**config.mk**
```make
export PLATFORM = sky130hd
export DESIGN_NAME = if_stage
export DESIGN_NICKNAME = d
export VERILOG_FILES = /design/src/rtl/if_stage.sv
export SDC_FILE = /design/constraint.sdc
export NUM_CORES = 1
export LEC_CHECK = 0
export ABC_AREA = 1
export BUFFER_PORTS_ARGS = -buffer_cell sky130_fd_sc_hd__buf_2
export CORE_MARGIN = 2
export CORE_UTILIZATION = 50
export CTS_CLUSTER_DIAMETER = 150
export DETAILED_ROUTE_END_ITERATION = 8
export PLACE_DENSITY = 0.8
export SYNTH_ARGS = -nofsm -noshare
export SYNTH_HDL_FRONTEND = slang
export SYNTH_SLANG_ARGS = --single-unit
```
**constraint.sdc**
```tcl
create_clock -name clk -period 1.7 [get_ports clk]
set_input_delay 0.085 -clock clk [delete_from_list [all_inputs] [get_ports clk]]
set_output_delay 0.085 -clock clk [all_outputs]
set_load 0.01 [all_outputs]
```
**src/rtl/if_stage.sv**
```systemverilog
// -----------------------------------------------------------------------------
// if_stage -- instruction fetch stage
//
// Purpose:
//   Holds the program counter and presents it to the instruction SRAM. It
//   advances by 4 each unstalled cycle, or jumps when decode redirects it.
//   A redirect that arrives while IF is stalled is parked and applied on the
//   first unstalled edge. The stage also keeps a copy of the fetched word so
//   decode still sees the right instruction while ID and EX are frozen.
//
// Ports:
//   clk              in   1   core clock
//   rst              in   1   synchronous active-high reset
//   stall            in   6   stall vector; bit0=IF, bit1=ID, bit2=EX (1=stop)
//   br_bus           in  33   {br_e, br_addr[31:0]} redirect from decode
//   if_to_id_bus     out 33   {ce, pc[31:0]} to decode
//   inst_sram_en     out  1   instruction SRAM enable
//   inst_sram_wen    out  4   SRAM byte write enables (always zero)
//   inst_sram_addr   out 32   fetch address
//   inst_sram_wdata  out 32   SRAM write data (always zero)
//   inst_sram_rdata  in  32   SRAM read data, one cycle after the address
//   id_inst          out 32   instruction for decode, held across ID/EX stalls
//
// Parameters:
//   RESET_PC   PC value after reset; the first real fetch is RESET_PC+4.
// -----------------------------------------------------------------------------
module if_stage #(
    parameter logic [31:0] RESET_PC = 32'hBFBF_FFFC
) (
    input  logic        clk,
    input  logic        rst,
    input  logic [5:0]  stall,
    input  logic [32:0] br_bus,
    output logic [32:0] if_to_id_bus,
    output logic        inst_sram_en,
    output logic [3:0]  inst_sram_wen,
    output logic [31:0] inst_sram_addr,
    output logic [31:0] inst_sram_wdata,
    input  logic [31:0] inst_sram_rdata,
    output logic [31:0] id_inst
);

    // Architectural state
    logic [31:0] pc_reg_q,       pc_reg_d;
    logic        ce_reg_q,       ce_reg_d;
    logic        br_pend_v_q,    br_pend_v_d;
    logic [31:0] br_pend_addr_q, br_pend_addr_d;
    logic        hold_v_q,       hold_v_d;
    logic [31:0] inst_buf_q,     inst_buf_d;

    // Decoded inputs
    logic        br_e_s;
    logic [31:0] br_addr_s;
    logic [31:0] next_pc_s;
    logic        stall_if_s;
    logic        stall_id_s;
    logic        stall_ex_s;

    // Stall bits above EX belong to later stages and do not affect fetch.
    logic        unused_stall_s;

    assign br_e_s         = br_bus[32];
    assign br_addr_s      = br_bus[31:0];
    assign stall_if_s     = stall[0];
    assign stall_id_s     = stall[1];
    assign stall_ex_s     = stall[2];
    assign unused_stall_s = ^stall[5:3];

    // Next fetch address: a live redirect beats a parked one, which beats
    // sequential fetch. The +4 wraps naturally at 32 bits.
    always_comb begin
        if (br_e_s) begin
            next_pc_s = br_addr_s;
        end else if (br_pend_v_q) begin
            next_pc_s = br_pend_addr_q;
        end else begin
            next_pc_s = pc_reg_q + 32'd4;
        end
    end

    // PC / fetch-enable / parked-redirect next state
    always_comb begin
        pc_reg_d       = pc_reg_q;
        ce_reg_d       = ce_reg_q;
        br_pend_v_d    = br_pend_v_q;
        br_pend_addr_d = br_pend_addr_q;
        if (!stall_if_s) begin
            // Advancing consumes any parked redirect through next_pc_s.
            pc_reg_d    = next_pc_s;
            ce_reg_d    = 1'b1;
            br_pend_v_d = 1'b0;
        end else if (br_e_s) begin
            // Stalled: park the redirect; a later one overwrites it.
            br_pend_v_d    = 1'b1;
            br_pend_addr_d = br_addr_s;
        end else begin
            br_pend_v_d    = br_pend_v_q;
            br_pend_addr_d = br_pend_addr_q;
        end
    end

    // Instruction hold buffer next state. The SRAM word for the PC decode is
    // holding is only valid in the first stalled cycle, so it is captured
    // once and kept until ID moves or a decode bubble discards it.
    always_comb begin
        hold_v_d   = hold_v_q;
        inst_buf_d = inst_buf_q;
        if (!stall_id_s) begin
            hold_v_d = 1'b0;
        end else if (!stall_ex_s) begin
            hold_v_d = 1'b0;
        end else if (!hold_v_q) begin
            hold_v_d   = 1'b1;
            inst_buf_d = inst_sram_rdata;
        end else begin
            hold_v_d   = hold_v_q;
            inst_buf_d = inst_buf_q;
        end
    end

    // State registers with synchronous reset; reset discards any parked
    // redirect and buffered instruction regardless of stall or br_bus.
    always_ff @(posedge clk) begin
        if (rst) begin
            pc_reg_q       <= RESET_PC;
            ce_reg_q       <= 1'b0;
            br_pend_v_q    <= 1'b0;
            br_pend_addr_q <= 32'h0000_0000;
            hold_v_q       <= 1'b0;
            inst_buf_q     <= 32'h0000_0000;
        end else begin
            pc_reg_q       <= pc_reg_d;
            ce_reg_q       <= ce_reg_d;
            br_pend_v_q    <= br_pend_v_d;
            br_pend_addr_q <= br_pend_addr_d;
            hold_v_q       <= hold_v_d;
            inst_buf_q     <= inst_buf_d;
        end
    end

    // Outputs: all fetch-side outputs come straight from registers; the
    // instruction path selects the buffered word while it is valid.
    assign if_to_id_bus    = {ce_reg_q, pc_reg_q};
    assign inst_sram_en    = ce_reg_q;
    assign inst_sram_addr  = pc_reg_q;
    assign inst_sram_wen   = 4'b0000;
    assign inst_sram_wdata = 32'h0000_0000;
    assign id_inst         = hold_v_q ? inst_buf_q : inst_sram_rdata;

endmodule

```
==> metrics, run 1 <==
Area Overhead vs Synth=19.0%; clk_skew=15.7 ps; most common cell after layout, fill and taps aside=buf_2; DP HPWL=roughly 11 mm; drt total wl=14.6 mm; Synth cell types=29; worst path required time=approximately 2000 ps; ant diodes=0; final hold slack=~18 ps; Final nets=1056; # clock sinks=just under 100; DR WL/cell=13.0 µm; worst vdd ir=approximately 0.52 mV; total CTS buffers=9; layout cells sized above 1=a little under a quarter; initial DRC count=between 400 and 500; clk buf depth=2; Die Area=12000 µm²; PD cells=~850 nW/µm²; chip height=about 110 µm; critical path's largest stage delay=400 ps; yosys warns=0; clk slew on worst S/H paths=roughly 100 ps; Placer Congestion=0.902; Period Utilization, post-route=around nine tenths; Mean Syn Cell Area=roughly 6.7 µm²; core area=~11000 µm²; H-tree levels=3; Setup TNS=0 ps; Worst path slowest cell=dfxtp_1; Slew @ Worst Pin=between 500 and 600 ps; cells along the critical path=ha_2 -> nand3_1 -> nor2_2 -> nand3_1 -> xnor2_1 -> nand2_1 -> a21oi_1; largest net degree at the start of global routing=between 60 and 70; number of port buffers=around 170; Leakage=3.28 nW; GRT Util Overall=24.4%; clock root buffer=clkbuf_8; most frequent cells in the layout=buf_2 (167), nand2_1 (152), nor2_1 (113), o21ai_0 (102), inv_1 (101); Post-Layout Cell Count=around 1100; drt drc=0; filler cell count=between 900 and 1000; Site Rows=38; CP Capture Point=inst_sram_addr[16]$_SDFFE_PP1N_; area of the multi-input gates=approximately 2600 µm²; R2R setup slack=about 150 ps; router iterations before antenna repair=5; worst-skew pair later-pin latency=370 ps; headroom to the max-slew limit=a little over three fifths; Startpoint Class=flip-flop; final setup fails=0; first-pass GRT wire length=around 23 mm; arrival time worst endpoint=around 1800 ps; status=completed; reg-to-reg endpoint=inst_sram_addr[16]$_SDFFE_PP1N_; global route overflow=0; unrepaired setup endpoints after global routing=false; effective utilization at floorplan=51.3%; Synth Instances=835; Final ANT Viol Nets=0; DR vias=between 5000 and 6000; R2R cell count=7; FF+latch count, synth=slightly below 100; sequential share of the synthesized area=between 30% and 40%; Top Ports=roughly 210; CP Class=flip-flop to flip-flop; maximum clock rate=0.645 GHz; sequential cell area=1990 µm²; Final Hold Viols=0; Die Wd=between 100 and 150 µm; CTS tree=built; placed cell count=between 1000 and 1500; max-cap viol count=0; vias per inst=between 5 and 6; r2r startpoint=inst_sram_addr[3]$_SDFFE_PP1N_; initial antenna violation count=0; CP Capture Type=flip-flop; worst hold path class=input port to flip-flop; crit path time final=between 1500 and 2000 ps; CP max FO=5; mapped cell area=~5600 µm²; CP dominant cell by count=nand3_1; Slew Limit Fails=0; vias in the first global route=a little under 5000; crit path launch=inst_sram_addr[3]$_SDFFE_PP1N_
worst min path at each step:
stage | startpoint | end | slack, ps | cells past startpoint
6_report | br_bus[7] | br_pend_addr_q[7]$_SDFFE_PP0P_ | 20 | 3
3_3_place_gp | rst | hold_v_q$_SDFF_PP0_ | 330 | 2
4_1_cts | br_bus[7] | br_pend_addr_q[7]$_SDFFE_PP0P_ | 2 | 3
2_1_floorplan | rst | hold_v_q$_SDFF_PP0_ | 160 | 1
3_5_place_dp | rst | hold_v_q$_SDFF_PP0_ | 330 | 2
5_1_grt | br_bus[20] | br_pend_addr_q[20]$_SDFFE_PP0P_ | 8 | 3
cell families after synthesis:
family	Yosys count	synth area share, %
DFF	99	35.5
AOI/OAI and AO/OA	211	21.3
adders and majority gates	1	0.224
buffers and inverters	214	19.4
xor gates and xnor gates	9	1.41
other	1	0.0672
and+or+nand+nor	300	22.1
routing by layer:
metal  wire length (µm)  vias up  track usage, %  share of wire (%)
met5                  0        -               0                  0
met4                472        0            10.3                3.2
met3               1290       36            7.59                8.8
met2               6810      255            39.1                 47
met1               6030     2499            30.3                 41
li1                   -     2860               -                  -
area by class of cell:
class | instances | area share (%)
multi-input cells | 557 | 39.9
flip-flops and latches | 99 | 29.9
repair buffers | 209 | 18.5
inverters | 106 | 5.99
well taps | 140 | 2.64
clock buffers | 10 | 1.92
clock inverters | 5 | 1.19
worst max-delay path: cells and delay by family, from the launching register on:
kind	cells	cell delay, ps
simple gates	4	550
flops	1	400
xor+xnor	1	150
compound gates	1	120
fa+ha+maj	1	250
metrics by stage:
step                      total power, mW  cell area [µm²]  setup slack, ps  utilization, %
final                                5.67             6640              150            61.0
after global routing                 6.00             6640             7.64            61.0
after CTS                            5.68             6610              106            60.7
after detailed placement             4.05             6220              136            57.1
after global placement               4.02             6220              189            57.1
after floorplan                      3.69             5710              232               -
flip-flops by register name, indices dropped and copies added (netlist names):
name,count
br_pend_addr_q,32
br_pend_v_q,1
inst_sram_en,1
inst_buf_q,32
inst_sram_addr,32
hold_v_q,1
cell usage after synthesis:
master,count,area share [%]
nand2_1,152,10
nor2_1,113,7.6
o21ai_0,102,9.1
inv_1,101,6.8
dfxtp_1,99,36
buf_4,73,9.8
a21oi_1,69,6.2
clkbuf_1,27,1.8
a221oi_1,26,4.1
nand3_1,15,1.3
nand2_2,7,0.78
nor2_2,6,0.67
xor2_1,6,0.94
a22oi_1,5,0.67
buf_2,5,0.45
a211oi_1,4,0.54
inv_2,4,0.27
nor2_4,4,0.81
xnor2_1,3,0.47
buf_1,2,0.13
nand3b_1,2,0.27
o211ai_1,2,0.27
o22ai_1,2,0.22
clkbuf_2,1,0.090
clkinv_1,1,0.067
conb_1,1,0.067
ha_1,1,0.22
nor2_8,1,0.36
o221ai_1,1,0.16
report_power, final:
| group | internal (mW) | switching, mW | leakage (nW) | total (mW) |
|---|---|---|---|---|
| clock network | 0.820 | 0.800 | 0.106 | 1.62 |
| registers | 2.49 | 0.143 | 0.819 | 2.63 |
| logic | 0.545 | 0.875 | 2.35 | 1.42 |
what timing repair did:
action	in CTS	in global routing
setup endpoints to repair	0	7
endpoints found under the hold margin	19	0
buffers inserted	0	0
gates resized for setup	0	2
hold buffers	18	0
Note: power is estimated with default switching activity, not from simulation.
==> inputs of run 2 (changes only) <==
Settings changed: CORE_UTILIZATION 50 to 40, PLACE_DENSITY 0.8 to 0.66.
==> metrics, run 2 (synthesized netlist as in run 1, its figures left out) <==
status=completed; initial antenna violation count=1 (+1); initial DRC count=305 (-38%); H-tree levels=3 (unchanged); final hold slack=16.3 ps (-2.02 ps); layout cells sized above 1=23.5% (+0.26 points); clk_skew=6.85 ps (-8.86 ps); worst-skew pair later-pin latency=350 ps (-20 ps); CP Class=flip-flop to flip-flop; clk buf depth=2 (unchanged); CTS tree=built; PD cells=932 nW/µm² (+9.2%); Leakage=3.26 nW (-0.66%); chip height=122 µm (+11%); worst vdd ir=0.868 mV (+66%); DR vias=5503 (-2.6%); Site Rows=43 (+13%); pre-CTS WS=107 ps (-28.8 ps); vias in the first global route=4739 (-3.3%); DR WL/cell=12.9 µm (-0.18%); clock root buffer=clkbuf_16; total CTS buffers=9 (unchanged); core area=13800 µm² (+27%); headroom to the max-slew limit=61.1% (-1.4 points); final worst-path setup slack=199 ps (+48.7 ps); router iterations before antenna repair=5 (unchanged); drt total wl=14.9 mm (+2.0%); Die Area=14900 µm² (+24%); Setup TNS=0 ps (unchanged); Final nets=1040 (-1.5%); CP max FO=28 (+23); largest net degree at the start of global routing=68 (unchanged); ant diodes=0 (unchanged); final setup fails=0 (unchanged); first-pass GRT wire length=23.7 mm (+2.6%); drt drc=0 (unchanged); CP Capture Type=flip-flop; Die Wd=122 µm (+11%); Top Ports=207 (unchanged); most frequent cells in the layout=buf_2 (167), nand2_1 (152), nor2_1 (113), o21ai_0 (102), inv_1 (101); clk slew on worst S/H paths=70 ps (-30 ps); crit path time final=1500 ps (-48.7 ps); Area Overhead vs Synth=19.2%; Final Hold Viols=0 (unchanged); GRT Util Overall=20.2% (-4.2 points); Startpoint Class=flip-flop; # clock sinks=99 (unchanged); maximum clock rate=0.666 GHz (+3.2%); DP HPWL=10.9 mm (+3.0%); unrepaired setup endpoints after global routing=false; most common cell after layout, fill and taps aside=buf_2; Slew Limit Fails=0 (unchanged); max-cap viol count=0 (unchanged); Final ANT Viol Nets=0 (unchanged); vias per inst=4.78 (-4.7%); effective utilization at floorplan=40.5% (-11 points); number of port buffers=167 (unchanged); Period Utilization, post-route=88.3% (-2.9 points); Post-Route Utilization=48.3% (-13 points); global route overflow=0 (unchanged); placed inst area=6280 µm² (+0.97%); worst path required time=1930 ps (-60 ps); Slew @ Worst Pin=583 ps (+21.6 ps); Placer Congestion=0.932 (+3.4%); Finished Cell Area=6650 µm² (+0.21%); arrival time worst endpoint=1730 ps (-110 ps); worst hold path class=input port to flip-flop
## run 2: path summary, 6_finish.rpt
kind	start	to	slack, ps	cells past startpoint
worst max-delay path	br_pend_v_q$_SDFFE_PP0P_	inst_sram_addr[27]$_SDFFE_PP1N_	200	4
worst min-delay path	br_bus[27]	br_pend_addr_q[27]$_SDFFE_PP0P_	20	3
worst max register to register	br_pend_v_q$_SDFFE_PP0P_	inst_sram_addr[27]$_SDFFE_PP1N_	200	4
worst min register to register	br_pend_addr_q[5]$_SDFFE_PP0P_	br_pend_addr_q[5]$_SDFFE_PP0P_	450	2
## run 2: per-layer routing
metal / GRT usage [%] / wire, µm / up-vias
met3: 6.37 / 1200 / 29
met4: 6.75 / 300 / 2
li1: - / - / 2838
met5: 0 / 13 / -
met1: 26.1 / 6580 / 2436
met2: 32.1 / 6810 / 198
## run 2: critical path: stages, from the launching register on
cell and delay [ps]:
dfxtp_1 340, nand2_2 130, inv_2 220, a221oi_1 530
a21oi_1 140
## run 2: area by class of cell
class	instances	area, µm²
Clock buffer	12	256
Clock inverter	4	55.1
Fill cell	1449	7120
Inverter	106	398
Multi-Input combinational cell	557	2650
Sequential cell	99	1980
Tap cell	180	225
Timing Repair Buffer	193	1080
## run 2: through the flow
step / total power, mW / instances
finish: 6.20 / 1151
global route: 6.56 / 1151
CTS: 6.26 / 1151
detailed placement: 4.07 / 1130
global placement: 4.05 / 1130
floorplan: 3.69 / 870
## run 2: where the power goes
group          leakage (nW)  switching, mW  internal, mW
registers             0.819          0.146          2.49
logic                  2.29          0.873         0.524
clock network         0.150          0.936          1.23
total                  3.26           1.96          4.25
## run 2: repair_timing
item | CTS | global route
hold endpoints to repair | 6 | 0
hold buffers | 5 | 0
gates resized for setup | 0 | 3
endpoints found under the setup margin | 0 | 7
setup buffers | 0 | 0
==> inputs of run 3 (changes only) <==
Settings changed: RECOVER_POWER set to 100, SKIP_LAST_GASP set to 1.
==> metrics, run 3 (synthesized netlist as in run 1, its figures left out) <==
Final Hold Viols=0 (unchanged); worst vdd ir=0.860 mV (-0.95%); Placer Congestion=0.932 (unchanged); CP Class=flip-flop to flip-flop; layout cells sized above 1=13.0% (-11 points); Slew Limit Fails=0 (unchanged); maximum clock rate=0.624 GHz (-6.3%); DP HPWL=10.9 mm (unchanged); Die Area=14900 µm² (unchanged); Top Ports=207 (unchanged); total CTS buffers=9 (unchanged); Area Overhead vs Synth=16.3%; pre-CTS WS=107 ps (unchanged); final setup fails=0 (unchanged); H-tree levels=3 (unchanged); Leakage=3.03 nW (-7.0%); clk slew on worst S/H paths=70 ps (about the same); worst-skew pair later-pin latency=350 ps (about the same); Final ANT Viol Nets=0 (unchanged); crit path time final=1600 ps (+101 ps); CTS tree=built; global route overflow=0 (unchanged); effective utilization at floorplan=40.5% (unchanged); drt total wl=14.8 mm (-0.35%); most frequent cells in the layout=nand2_1 (154), nor2_1 (115), o21ai_0 (102), inv_1 (101); PD cells=945 nW/µm² (+1.3%); most common cell after layout, fill and taps aside=nand2_1; drt drc=0 (unchanged); # clock sinks=99 (unchanged); largest net degree at the start of global routing=68 (unchanged); cells along the critical path=nand2_1 -> inv_2 -> a221oi_1 -> a21oi_1; chip height=122 µm (unchanged); ant diodes=0 (unchanged); Die Wd=122 µm (unchanged); critical path's largest stage delay=540 ps (about the same); worst path required time=1920 ps (about the same); number of port buffers=167 (unchanged); CP Capture Type=flip-flop; arrival time worst endpoint=1830 ps (+100 ps); filler cell count=1525 (+5.2%); Worst path slowest cell=a221oi_1; worst hold path class=input port to flip-flop; router iterations before antenna repair=5 (unchanged); initial DRC count=328 (+7.5%); Period Utilization, post-route=94.2% (+5.9 points); max-cap viol count=0 (unchanged); Slew @ Worst Pin=595 ps (+12.1 ps); unrepaired setup endpoints after global routing=false; first-pass GRT wire length=23.7 mm (unchanged); DR WL/cell=12.9 µm (-0.35%); GRT Util Overall=20.2% (unchanged); vias per inst=4.81 (+0.56%); Setup TNS=0 ps (unchanged); Final nets=1040 (unchanged); status=completed; vias in the first global route=4739 (unchanged); Post-Layout Cell Count=1151 (unchanged); CP max FO=28 (unchanged); clk buf depth=2 (unchanged); Startpoint Class=flip-flop; initial antenna violation count=1 (unchanged); Post-CTS Setup Inserts=0 (unchanged); clk_skew=6.29 ps (-0.562 ps); DR vias=5534 (+0.56%); Tot Pwr=6.13 mW (-1.1%); headroom to the max-slew limit=60.3% (-0.81 points); Site Rows=43 (unchanged); core area=13800 µm² (unchanged); final worst-path setup slack=97.8 ps (-101 ps); placed cell count=1130 (unchanged); clock root buffer=clkbuf_16
run 3: cell types whose count changed in the layout (fill, tap and decap cells not counted), sizes merged:
cell	delta
buf	-98
clkbuf	+98
run 3: metrics by stage:
stage | hold WS, ps | instance area [µm²] | utilization, %
2_1_floorplan | 157 | 5710 | -
3_3_place_gp | 349 | 6280 | 45.6
3_5_place_dp | 352 | 6280 | 45.6
4_1_cts | 0.194 | 6640 | 48.2
5_1_grt | 16.3 | 6490 | 47.1
6_report | 14.5 | 6490 | 47.1
run 3: cell type report:
type,instances,area (µm²),area share (%)
flip-flops and latches,99,1980,30.6
well taps,180,225,3.47
clock buffers,12,256,3.95
clock inverters,4,55.1,0.848
repair buffers,193,935,14.4
multi-input cells,557,2640,40.6
inverters,106,398,6.13
run 3: path summary, 6_finish.rpt:
| path | start | end | slack [ps] | depth (start not counted) |
|---|---|---|---|---|
| min reg2reg | br_pend_addr_q[5]$_SDFFE_PP0P_ | br_pend_addr_q[5]$_SDFFE_PP0P_ | 450 | 2 |
| max reg2reg | br_pend_v_q$_SDFFE_PP0P_ | inst_sram_addr[27]$_SDFFE_PP1N_ | 100 | 4 |
| max | br_pend_v_q$_SDFFE_PP0P_ | inst_sram_addr[27]$_SDFFE_PP1N_ | 100 | 4 |
| min | br_bus[27] | br_pend_addr_q[27]$_SDFFE_PP0P_ | 10 | 3 |
run 3: layer usage:
metal / share of wire, % / up-vias / global-route usage (%)
li1: - / 2844 / -
met1: 44 / 2450 / 26.1
met2: 46 / 211 / 32.1
met3: 8.7 / 27 / 6.37
met4: 1.8 / 2 / 6.75
met5: 0.088 / - / 0
run 3: worst max-delay path: cells and delay by family, from the launching register on:
family / cells / cell delay, ps
compound gates: 2 / 680
flops: 1 / 330
buf+inv: 1 / 260
simple gates: 1 / 190
run 3: where the power goes:
group / total, mW / switching (mW) / internal (mW)
sequential: 2.64 / 0.149 / 2.49
combinational: 1.33 / 0.866 / 0.463
clock: 2.17 / 0.932 / 1.23
total: 6.13 / 1.95 / 4.18
run 3: timing repair:
item / CTS / global route
gates resized for setup: 0 / 3
hold buffers: 5 / 0
setup endpoints to repair: 0 / 7
endpoints found under the hold margin: 6 / 0
